===== src/rtl/dm_ctrl_pkg.sv =====
// Shared types and constants for the data-memory access controller.
// State encodings, requester IDs and the round-robin successor helper.
package dm_ctrl_pkg;

  typedef enum logic [1:0] {
    IDLE  = 2'd0,
    LOAD  = 2'd1,
    STORE = 2'd2,
    FILL  = 2'd3
  } dm_state_e;

  localparam logic [1:0] REQ_LD   = 2'd0;
  localparam logic [1:0] REQ_ST   = 2'd1;
  localparam logic [1:0] REQ_FILL = 2'd2;

  localparam int WORD_W = 32;
  localparam int LINE_W = 256;

  // Requester that gets first look after the given winner.
  function automatic logic [1:0] rr_next(input logic [1:0] id);
    logic [1:0] nxt;
    case (id)
      REQ_LD:  nxt = REQ_ST;
      REQ_ST:  nxt = REQ_FILL;
      default: nxt = REQ_LD;
    endcase
    return nxt;
  endfunction

endpackage


===== src/rtl/dm_rr_arbiter.sv =====
// Three-way round-robin arbiter: search starts at ptr and goes LD -> ST -> FILL.
// Purely combinational; gnt is one-hot or zero.
module dm_rr_arbiter
  import dm_ctrl_pkg::*;
(
  input  logic [2:0] req,
  input  logic [1:0] ptr,
  output logic [2:0] gnt
);

  // Priority search rotated to begin at the pointer.
  always_comb begin
    gnt = 3'b000;
    case (ptr)
      REQ_ST: begin
        if (req[1])      gnt = 3'b010;
        else if (req[2]) gnt = 3'b100;
        else if (req[0]) gnt = 3'b001;
        else             gnt = 3'b000;
      end
      REQ_FILL: begin
        if (req[2])      gnt = 3'b100;
        else if (req[0]) gnt = 3'b001;
        else if (req[1]) gnt = 3'b010;
        else             gnt = 3'b000;
      end
      default: begin
        if (req[0])      gnt = 3'b001;
        else if (req[1]) gnt = 3'b010;
        else if (req[2]) gnt = 3'b100;
        else             gnt = 3'b000;
      end
    endcase
  end

endmodule


===== src/rtl/dm_access_ctrl.sv =====
// Sequences load, store-commit and line-fill accesses onto the single-ported
// data memory, holding each word access for MEM_LAT cycles.
module dm_access_ctrl
  import dm_ctrl_pkg::*;
#(
  parameter int MEM_LAT    = 2,
  parameter int LINE_WORDS = 8
) (
  input  logic              clk,
  input  logic              rst_n,
  input  logic              ld_req,
  input  logic [31:0]       ld_addr,
  output logic              ld_gnt,
  output logic              ld_valid,
  output logic [31:0]       ld_data,
  input  logic              st_req,
  input  logic [31:0]       st_addr,
  input  logic [31:0]       st_data,
  output logic              st_gnt,
  output logic              st_done,
  input  logic              fill_req,
  input  logic [31:0]       fill_addr,
  output logic              fill_gnt,
  output logic              fill_valid,
  output logic [LINE_W-1:0] fill_line,
  output logic [31:0]       dm_ld_addr,
  input  logic [31:0]       dm_ld_data,
  output logic [31:0]       dm_st_addr,
  output logic [31:0]       dm_wdata,
  output logic              dm_we
);

  localparam int CNT_W = (MEM_LAT > 1) ? $clog2(MEM_LAT) : 1;
  localparam int WIX_W = (LINE_WORDS > 1) ? $clog2(LINE_WORDS) : 1;
  localparam logic [CNT_W-1:0] CNT_LOAD  = CNT_W'(MEM_LAT - 1);
  localparam logic [WIX_W-1:0] WIX_LAST  = WIX_W'(LINE_WORDS - 1);
  localparam logic [31:0]      LINE_MASK = ~(32'(LINE_W / 8) - 32'd1);

  dm_state_e         state_q, state_d;
  logic [1:0]        ptr_q, ptr_d;
  logic [CNT_W-1:0]  cnt_q, cnt_d;
  logic [WIX_W-1:0]  word_q, word_d;
  logic [LINE_W-1:0] line_buf_q, line_buf_d, line_nxt;
  logic [LINE_W-1:0] fill_line_q, fill_line_d;
  logic [31:0]       ld_data_q, ld_data_d;
  logic              ld_valid_q, ld_valid_d;
  logic              st_done_q, st_done_d;
  logic              fill_valid_q, fill_valid_d;
  logic [31:0]       dm_ld_addr_q, dm_ld_addr_d;
  logic [31:0]       dm_st_addr_q, dm_st_addr_d;
  logic [31:0]       dm_wdata_q, dm_wdata_d;
  logic              dm_we_q, dm_we_d;
  logic [2:0]        arb_gnt_s, gnt_s;

  dm_rr_arbiter u_arb (
    .req ({fill_req, st_req, ld_req}),
    .ptr (ptr_q),
    .gnt (arb_gnt_s)
  );

  // Grants are only offered while no transaction is in flight.
  always_comb begin
    if (state_q == IDLE) gnt_s = arb_gnt_s;
    else                 gnt_s = 3'b000;
  end

  // Next-state and datapath updates for the access sequencer.
  always_comb begin
    state_d      = state_q;
    ptr_d        = ptr_q;
    cnt_d        = cnt_q;
    word_d       = word_q;
    line_buf_d   = line_buf_q;
    line_nxt     = line_buf_q;
    fill_line_d  = fill_line_q;
    ld_data_d    = ld_data_q;
    ld_valid_d   = 1'b0;
    st_done_d    = 1'b0;
    fill_valid_d = 1'b0;
    dm_ld_addr_d = dm_ld_addr_q;
    dm_st_addr_d = dm_st_addr_q;
    dm_wdata_d   = dm_wdata_q;
    dm_we_d      = 1'b0;
    case (state_q)
      IDLE: begin
        if (gnt_s[0]) begin
          state_d      = LOAD;
          cnt_d        = CNT_LOAD;
          ptr_d        = rr_next(REQ_LD);
          dm_ld_addr_d = {ld_addr[31:2], 2'b00};
        end else if (gnt_s[1]) begin
          state_d      = STORE;
          cnt_d        = CNT_LOAD;
          ptr_d        = rr_next(REQ_ST);
          dm_st_addr_d = {st_addr[31:2], 2'b00};
          dm_wdata_d   = st_data;
          dm_we_d      = 1'b1;
        end else if (gnt_s[2]) begin
          state_d      = FILL;
          cnt_d        = CNT_LOAD;
          ptr_d        = rr_next(REQ_FILL);
          word_d       = '0;
          dm_ld_addr_d = fill_addr & LINE_MASK;
        end else begin
          state_d = IDLE;
        end
      end
      LOAD: begin
        if (cnt_q == '0) begin
          ld_data_d  = dm_ld_data;
          ld_valid_d = 1'b1;
          state_d    = IDLE;
        end else begin
          cnt_d = cnt_q - 1'b1;
        end
      end
      STORE: begin
        if (cnt_q == '0) begin
          st_done_d = 1'b1;
          state_d   = IDLE;
        end else begin
          cnt_d = cnt_q - 1'b1;
        end
      end
      FILL: begin
        if (cnt_q == '0) begin
          // Words collect in a staging buffer so fill_line only moves on completion.
          line_nxt[word_q*WORD_W +: WORD_W] = dm_ld_data;
          line_buf_d = line_nxt;
          if (word_q == WIX_LAST) begin
            fill_line_d  = line_nxt;
            fill_valid_d = 1'b1;
            word_d       = '0;
            cnt_d        = '0;
            state_d      = IDLE;
          end else begin
            word_d       = word_q + 1'b1;
            cnt_d        = CNT_LOAD;
            dm_ld_addr_d = dm_ld_addr_q + 32'd4;
          end
        end else begin
          cnt_d = cnt_q - 1'b1;
        end
      end
      default: begin
        state_d = IDLE;
      end
    endcase
  end

  // State and output registers; reset aborts any transaction in flight.
  always_ff @(posedge clk or negedge rst_n) begin
    if (!rst_n) begin
      state_q      <= IDLE;
      ptr_q        <= REQ_LD;
      cnt_q        <= '0;
      word_q       <= '0;
      line_buf_q   <= '0;
      fill_line_q  <= '0;
      ld_data_q    <= 32'd0;
      ld_valid_q   <= 1'b0;
      st_done_q    <= 1'b0;
      fill_valid_q <= 1'b0;
      dm_ld_addr_q <= 32'd0;
      dm_st_addr_q <= 32'd0;
      dm_wdata_q   <= 32'd0;
      dm_we_q      <= 1'b0;
    end else begin
      state_q      <= state_d;
      ptr_q        <= ptr_d;
      cnt_q        <= cnt_d;
      word_q       <= word_d;
      line_buf_q   <= line_buf_d;
      fill_line_q  <= fill_line_d;
      ld_data_q    <= ld_data_d;
      ld_valid_q   <= ld_valid_d;
      st_done_q    <= st_done_d;
      fill_valid_q <= fill_valid_d;
      dm_ld_addr_q <= dm_ld_addr_d;
      dm_st_addr_q <= dm_st_addr_d;
      dm_wdata_q   <= dm_wdata_d;
      dm_we_q      <= dm_we_d;
    end
  end

  assign ld_gnt     = gnt_s[0];
  assign st_gnt     = gnt_s[1];
  assign fill_gnt   = gnt_s[2];
  assign ld_valid   = ld_valid_q;
  assign ld_data    = ld_data_q;
  assign st_done    = st_done_q;
  assign fill_valid = fill_valid_q;
  assign fill_line  = fill_line_q;
  assign dm_ld_addr = dm_ld_addr_q;
  assign dm_st_addr = dm_st_addr_q;
  assign dm_wdata   = dm_wdata_q;
  assign dm_we      = dm_we_q;

endmodule


===== config.mk =====
export PLATFORM = sky130hd
export DESIGN_NAME = dm_access_ctrl
export DESIGN_NICKNAME = d
export VERILOG_FILES = /design/src/rtl/dm_ctrl_pkg.sv /design/src/rtl/dm_rr_arbiter.sv /design/src/rtl/dm_access_ctrl.sv
export SDC_FILE = /design/constraint.sdc
export NUM_CORES = 1
export LEC_CHECK = 0
export CAP_MARGIN = 10
export CORE_MARGIN = 5
export CORE_UTILIZATION = 56
export DETAILED_ROUTE_END_ITERATION = 8
export PLACE_DENSITY = 0.86
export RECOVER_POWER = 100
export SLEW_MARGIN = 20
export SYNTH_ARGS = -nofsm -noshare
export SYNTH_HDL_FRONTEND = slang
export SYNTH_SLANG_ARGS = --single-unit

===== constraint.sdc =====
create_clock -name clk -period 6.4 [get_ports clk]
set_input_delay 0.96 -clock clk [delete_from_list [all_inputs] [get_ports clk]]
set_output_delay 0.96 -clock clk [all_outputs]
set_load 0.02 [all_outputs]

==> results.ini, run 1 <==
[timing]
tightest_slew_ps=4010
grt_setup_unrepaired=false
fin_skew_ps=18.8
hold_viol_final=0
slew_viol_final=914
layout_min_cycle_time_ps=5000
finalSetupViolCount=0
maxSlewHeadroom_pct=-168
setup_tns_ps=0
finalCritPeriodShare_pct=78.1
max_freq_ghz=0.200

[clocking]
clock-sinks=648
cts_inserted_buffers=69
clk_latency_ps=610
cts_tree=done
cts_setup_buffers=0
clockBufferDepth=3
cts-resized-gates=0
root_buffer=clkbuf_16
htreeDepth=3
ctsHoldBuffers=0
clkTransAtPathRegs_ps=60

[worst_setup_path]
cp_num_cells=8
crit_type=register to register
reg2reg_slack_ps=1400
worst_path_largest_cell_delay_ps=1780
crit_path_frequent_cell=ha_1
r2r_start=word_q[1]$_DFFE_PN0P_
path_cells=inv_1 > ha_1 > ha_1 > nor2_1 > nand3_2 > clkbuf_1 > or2_1 > mux2_2
cp_slowest_cell=clkbuf_1
crit_fanout=34
r2r-end=line_buf_q[26]$_DFFE_PN0P_
critPathTopFamily=buffers and inverters
critPathRequiredTime_ps=6870
reg2reg_depth=8
arrival_ps=5460
start_kind=register
crit_path_end_kind=register
worst-path-buf-inv=2

[grt]
grt_pass1_wl_um=129000
antenna_found_initial=2
grt_max_degree=217
grt_pass1_vias=21900
grt_overflow_total=0
grt_usage_pct=30.7

[placement]
placed_cell_area_um2=33300
dp_hpwl_um=56500
place.gp.congestion=0.940
io_buffer_count=542
dp_cells=3570

[synthesis]
synthCells=2547
yosysWarnings=0
ys_types=65
avgSynthCellArea_um2=10.8
seq_area_frac_synth_pct=58.9
netlist_area_um2=27500
synthFlopType=dfrtp_1
synthArstFlopShare_pct=100
ys_ff_latch=648
synth_edf_count=0

[final_layout]
drive_above_1_share_pct=12.8
diodes=0
finalInstanceArea_um2=35600
area_growth_pct=29.3
final_cell_count_no_fill=3693
fin_nets=3155

[run]
maxCapViolations=13

[drt]
ant_nets=0
drc=0
drt_iter0_drc=2039
routed_via_density=5.81
drt_wl_total_um=84000
dr.pass1.iters=7
wl_per_cell_um=22.7
vias=21500

[power_and_ir_drop]
p_leak_nw=16.3
p_per_area_nw_per_um2=373
peakVddDrop_uv=338

[hold_path]
min-delay-start=fill_line[113]$_DFFE_PN0P_
min_path_cells=2
min_to=fill_line[113]$_DFFE_PN0P_
hold_class=register to register

[floorplanning]
die_area_um2=53700
num_rows=81
die_h_um=232
die_w_um=232
core-area_um2=48700
pin_count=556
initial_utilization_pct=56.5

[outcome]
status=finished with violations
violations=max-capacitance violations, max-slew violations

sequential cells by signal, summed over array words and instances (netlist names):
name and count:
ld_valid 1, dm_ld_addr 30, st_done 1, fill_valid 1
state_q 2, word_q 3, fill_line 256, dm_we 1
ptr_q 2, dm_st_addr 30, ld_data 32, dm_wdata 32
line_buf_q 256, cnt_q 1
synthesized netlist by cell type, drive strengths merged (2+ instances only):
master | count | area (µm²)
a31oi | 7 | 43.8
a21oi | 139 | 696
o211ai | 5 | 37.5
nand3 | 31 | 160
mux2 | 250 | 2820
inv | 16 | 60.1
o32a | 2 | 20.0
a22oi | 5 | 37.5
nand2 | 449 | 1690
buf | 84 | 362
o21ai | 386 | 1940
or3 | 5 | 32.5
and2 | 4 | 25.0
a21o | 5 | 37.5
a21boi | 4 | 30.0
o22a | 8 | 70.1
nor3 | 7 | 35.0
mux2i | 153 | 1530
nand4 | 7 | 43.8
nor2 | 121 | 457
and3 | 7 | 43.8
o32ai | 3 | 26.3
dfrtp | 648 | 16200
o31ai | 3 | 22.5
nor4 | 4 | 25.0
o21a | 2 | 15.0
a311o | 4 | 40.0
ha | 12 | 150
and4 | 3 | 26.3
nand2b | 9 | 63.8
a211o | 2 | 17.5
a221o | 4 | 41.3
clkbuf | 122 | 459
or4 | 2 | 15.0
o311ai | 6 | 52.6
or2 | 3 | 18.8
nor2b | 7 | 43.8
o2111ai | 3 | 32.5
o22ai | 3 | 18.8
cells by family after synthesis:
family	synth area share, %
compound gates	11.8
fa+ha+maj	0.545
buf+inv	3.20
flops	58.9
mux	15.8
other cells	0.0136
simple gates	9.80
worst min-delay path, stage by stage (launching register included):
cell and delay, ps:
dfrtp_1 330, nand2_1 50, o21ai_0 60
area by class of cell:
class,instances,area [µm²]
Sequential cell,648,16200
Timing Repair Buffer,563,5610
Clock buffer,100,2040
Clock inverter,22,337
Multi-Input combinational cell,1680,10500
Tap cell,664,831
Inverter,16,60.1
Fill cell,3199,13100
stage by stage:
step / hold WS (ps) / power, mW / setup slack (ps) / utilization, %
finish: 473 / 13.3 / 1400 / 73.0
global placement: 461 / 9.15 / 2210 / 68.3
global route: 497 / 13.8 / 1060 / 73.0
floorplan: 449 / 7.47 / 3310 / -
detailed placement: 469 / 9.30 / 2150 / 68.3
CTS: 316 / 13.5 / 2140 / 73.2
routing by layer:
layer  wire length [µm]  vias to the layer above  track usage [%]
li1                   -                     9643                -
met1              32600                    10800             39.4
met2              40200                      805             48.7
met3               7080                      234             8.94
met4               4140                        0             14.3
met5                  0                        -                0
how the worst max path moves through the flow:
stage / slack, ps / startpoint / to
final: 1400 / word_q[1]$_DFFE_PN0P_ / line_buf_q[26]$_DFFE_PN0P_
after global routing: 1060 / state_q[1]$_DFFE_PN0P_ / fill_line[198]$_DFFE_PN0P_
after CTS: 2140 / st_req / ld_gnt
after detailed placement: 2150 / st_req / ld_gnt
after global placement: 2210 / st_req / ld_gnt
after floorplan: 3310 / st_req / ld_gnt
report_power, final:
| part | switching (mW) | internal, mW | total, mW |
|---|---|---|---|
| Sequential | 0.426 | 4.73 | 5.15 |
| Combinational | 2.22 | 1.75 | 3.97 |
| Clock | 1.64 | 2.54 | 4.17 |
| Total | 4.28 | 9.01 | 13.3 |
placed cells by master (no fill, tap or decap), drive strengths merged, types with 4 or more instances in the layout:
master         instances
dfrtp                648
nand2                449
dlygate4sd3          388
o21ai                386
mux2                 250
mux2i                153
clkdlybuf4s50        153
a21oi                139
nor2                 121
clkbuf               107
nand3                 31
inv                   19
buf                   15
ha                    12
clkinv                11
nand2b                 9
o22a                   8
bufinv                 8
nor2b                  7
nor3                   7
nand4                  7
a31oi                  7
and3                   7
o311ai                 6
o211ai                 5
a21o                   5
a22oi                  5
or3                    5
a21boi                 4
and2                   4
a311o                  4
conb                   4
nor4                   4
a221o                  4
Power figures use the tool's default switching activity.
==> run 2: changes to the inputs <==
Settings changed: CORE_UTILIZATION 56 to 47, PLACE_DENSITY 0.86 to 0.77.
Clock period 6.4 ns to 4 ns, I/O delays scaled along.
==> results.ini, run 2 (synthesized netlist as in run 1, its figures left out) <==
[outcome]
status=finished with violations
violations=max-capacitance violations, max-slew violations

[timing]
hold_viol_final=0  ; unchanged
layout_min_cycle_time_ps=3610
tightest_slew_ps=3090  ; -921 ps
max_freq_ghz=0.277
setup_tns_ps=0  ; unchanged
finalCritPeriodShare_pct=90.2
fin_skew_ps=27.6  ; +8.83 ps
maxSlewHeadroom_pct=-106  ; +61 points
timing.final.ws_setup_ps=394  ; -1010 ps
finalSetupViolCount=0  ; unchanged
grt_setup_unrepaired=false
slew_viol_final=293  ; -68%

[worst_setup_path]
crit_type=register to output port
crit_fanout=9  ; -74%
r2r_start=word_q[1]$_DFFE_PN0P_
worst_path_largest_cell_delay_ps=690  ; -1090 ps
cp_num_cells=6  ; -2
crit_path_end_kind=output port
reg2reg_depth=8  ; unchanged
worst-path-buf-inv=2  ; unchanged
critPathTopFamily=buffers and inverters
reg2reg_slack_ps=460  ; -940 ps
arrival_ps=3010  ; -2450 ps
start_kind=register
r2r-end=line_buf_q[190]$_DFFE_PN0P_
path_cells=inv_1 > ha_1 > nand2b_1 > a21boi_1 > and2_1 > dlygate4sd3_1
critPathRequiredTime_ps=3400  ; -3470 ps
cp_slowest_cell=dlygate4sd3_1

[run]
maxCapViolations=5  ; -8

[clocking]
clk_latency_ps=600  ; about the same
cts_setup_buffers=0  ; unchanged
cts-resized-gates=0  ; unchanged
clkTransAtPathRegs_ps=60  ; about the same
clockBufferDepth=3  ; unchanged
cts_tree=done
clock-sinks=648  ; unchanged
ctsHoldBuffers=0  ; unchanged
root_buffer=clkbuf_16
cts_inserted_buffers=71  ; +2.9%
htreeDepth=3  ; unchanged

[final_layout]
fin_nets=3180  ; +0.79%
area_growth_pct=30.3
layout_commonest_cell=dfrtp_1
fillers=4643  ; +45%
drive_above_1_share_pct=13.7  ; +0.86 points
final_cell_mix=dfrtp_1 (648), nand2_1 (443), dlygate4sd3_1 (386), o21ai_0 (385), mux2_2 (249)

[placement]
post-place-ws_ps=620  ; -1530 ps
dp_hpwl_um=59400  ; +5.2%
place.gp.congestion=0.906  ; -3.5%
io_buffer_count=542  ; unchanged

[drt]
dr.pass1.iters=7  ; unchanged
drc=0  ; unchanged
ant_nets=0  ; unchanged
routed_via_density=5.53  ; -4.8%
vias=21200  ; -1.4%
drt_wl_total_um=85500  ; +1.8%
drt_iter0_drc=1719  ; -16%
wl_per_cell_um=22.4  ; -1.7%

[hold_path]
min-delay-start=fill_line[180]$_DFFE_PN0P_
min_path_cells=2  ; unchanged
hold_class=register to register
min_to=fill_line[180]$_DFFE_PN0P_

[power_and_ir_drop]
p_int_mw=14.2  ; +58%
switching_power_mw=6.89  ; +61%
p_per_area_nw_per_um2=588  ; +58%
power_frac_clock_pct=30.9  ; -0.5 points
switching_share_pct=32.6  ; +0.42 points
p_seq_share_pct=39.1  ; +0.3 points
p_leak_nw=16.4  ; +0.52%
peakVddDrop_uv=488  ; +45%
power_frac_comb_pct=30.0  ; +0.2 points

[floorplanning]
core-area_um2=57900  ; +19%
initial_utilization_pct=47.6  ; -8.9 points
die_w_um=252  ; +8.8%
die_h_um=252  ; +8.8%
num_rows=88  ; +8.6%
pin_count=556  ; unchanged
die_area_um2=63500  ; +18%

[grt]
grt_pass1_vias=21300  ; -2.4%
antenna_found_initial=3  ; +1
grt_usage_pct=26.3  ; -4.4 points
grt_overflow_total=0  ; unchanged
grt_max_degree=115  ; -47%
grt_pass1_wl_um=130000  ; +1.2%

-- run 2: cell count changes in the layout (fill, tap and decap cells not counted), sizes merged --
cell           before  now
buf                15   29
bufinv              8    3
clkbuf            107  123
clkdlybuf4s50     153  155
clkinv             11   15
clkinvlp            0    1
diode               0    3
dlygate4sd3       388  386
inv                19   17
-- run 2: cell type report --
type	instances	area, µm²	share of cell area (%)
Timing Repair Buffer	586	5820	16.2
Inverter	16	60.1	0.167
Clock buffer	107	2140	5.95
Tap cell	765	957	2.67
Clock inverter	20	204	0.568
Multi-Input combinational cell	1680	10500	29.2
Antenna cell	3	7.51	0.0209
Sequential cell	648	16200	45.2
-- run 2: stage by stage --
| stage | std cells | utilization, % | total power [mW] | area (µm²) | hold slack [ps] |
|---|---|---|---|---|---|
| 6_report | 3825 | 62.0 | 21.1 | 35900 | 470 |
| 3_5_place_dp | 3695 | 58.1 | 15.0 | 33700 | 469 |
| 5_1_grt | 3824 | 62.0 | 22.1 | 35900 | 492 |
| 4_1_cts | 3822 | 62.2 | 21.6 | 36000 | 92.0 |
| 3_3_place_gp | 3695 | 58.1 | 14.8 | 33700 | 462 |
| 2_1_floorplan | 2550 | - | 12.0 | 27600 | 304 |
-- run 2: power by group through the flow --
stage          clock network [mW]  logic (mW)  registers (mW)
3_3_place_gp                    0        6.49            8.30
5_1_grt                      6.93        6.75            8.38
6_report                     6.53        6.34            8.25
2_1_floorplan                   0        2.85            9.11
3_5_place_dp                    0        6.61            8.37
4_1_cts                      6.66        6.66            8.27
-- run 2: worst max-delay path by stage --
stage	start	endpoint	slack [ps]
6_report	ptr_q[0]$_DFFE_PN0P_	st_gnt	390
5_1_grt	word_q[1]$_DFFE_PN0P_	line_buf_q[190]$_DFFE_PN0P_	200
4_1_cts	ptr_q[1]$_DFFE_PN0P_	fill_gnt	430
3_5_place_dp	fill_req	dm_ld_addr[14]$_DFFE_PN0P_	620
3_3_place_gp	st_req	dm_ld_addr[14]$_DFFE_PN0P_	690
2_1_floorplan	word_q[0]$_DFFE_PN0P_	line_buf_q[10]$_DFFE_PN0P_	1520
-- run 2: worst register-to-register path, delay by kind of cell (launching register included) --
kind	cells	cell delay (ps)
AND/OR/NAND/NOR	3	1610
buffers and inverters	2	720
adder cells (fa/ha/maj)	2	540
AO/OA/AOI/OAI	1	100
flip-flops	1	450
-- run 2: per-layer routing --
metal  global-route usage (%)  routed length (µm)  vias to the layer above
li1                         -                   -                     9699
met1                     35.2               35500                    10600
met4                     8.84                2840                        0
met2                     43.1               41500                      729
met3                     5.90                5660                      152
met5                        0                   0                        -
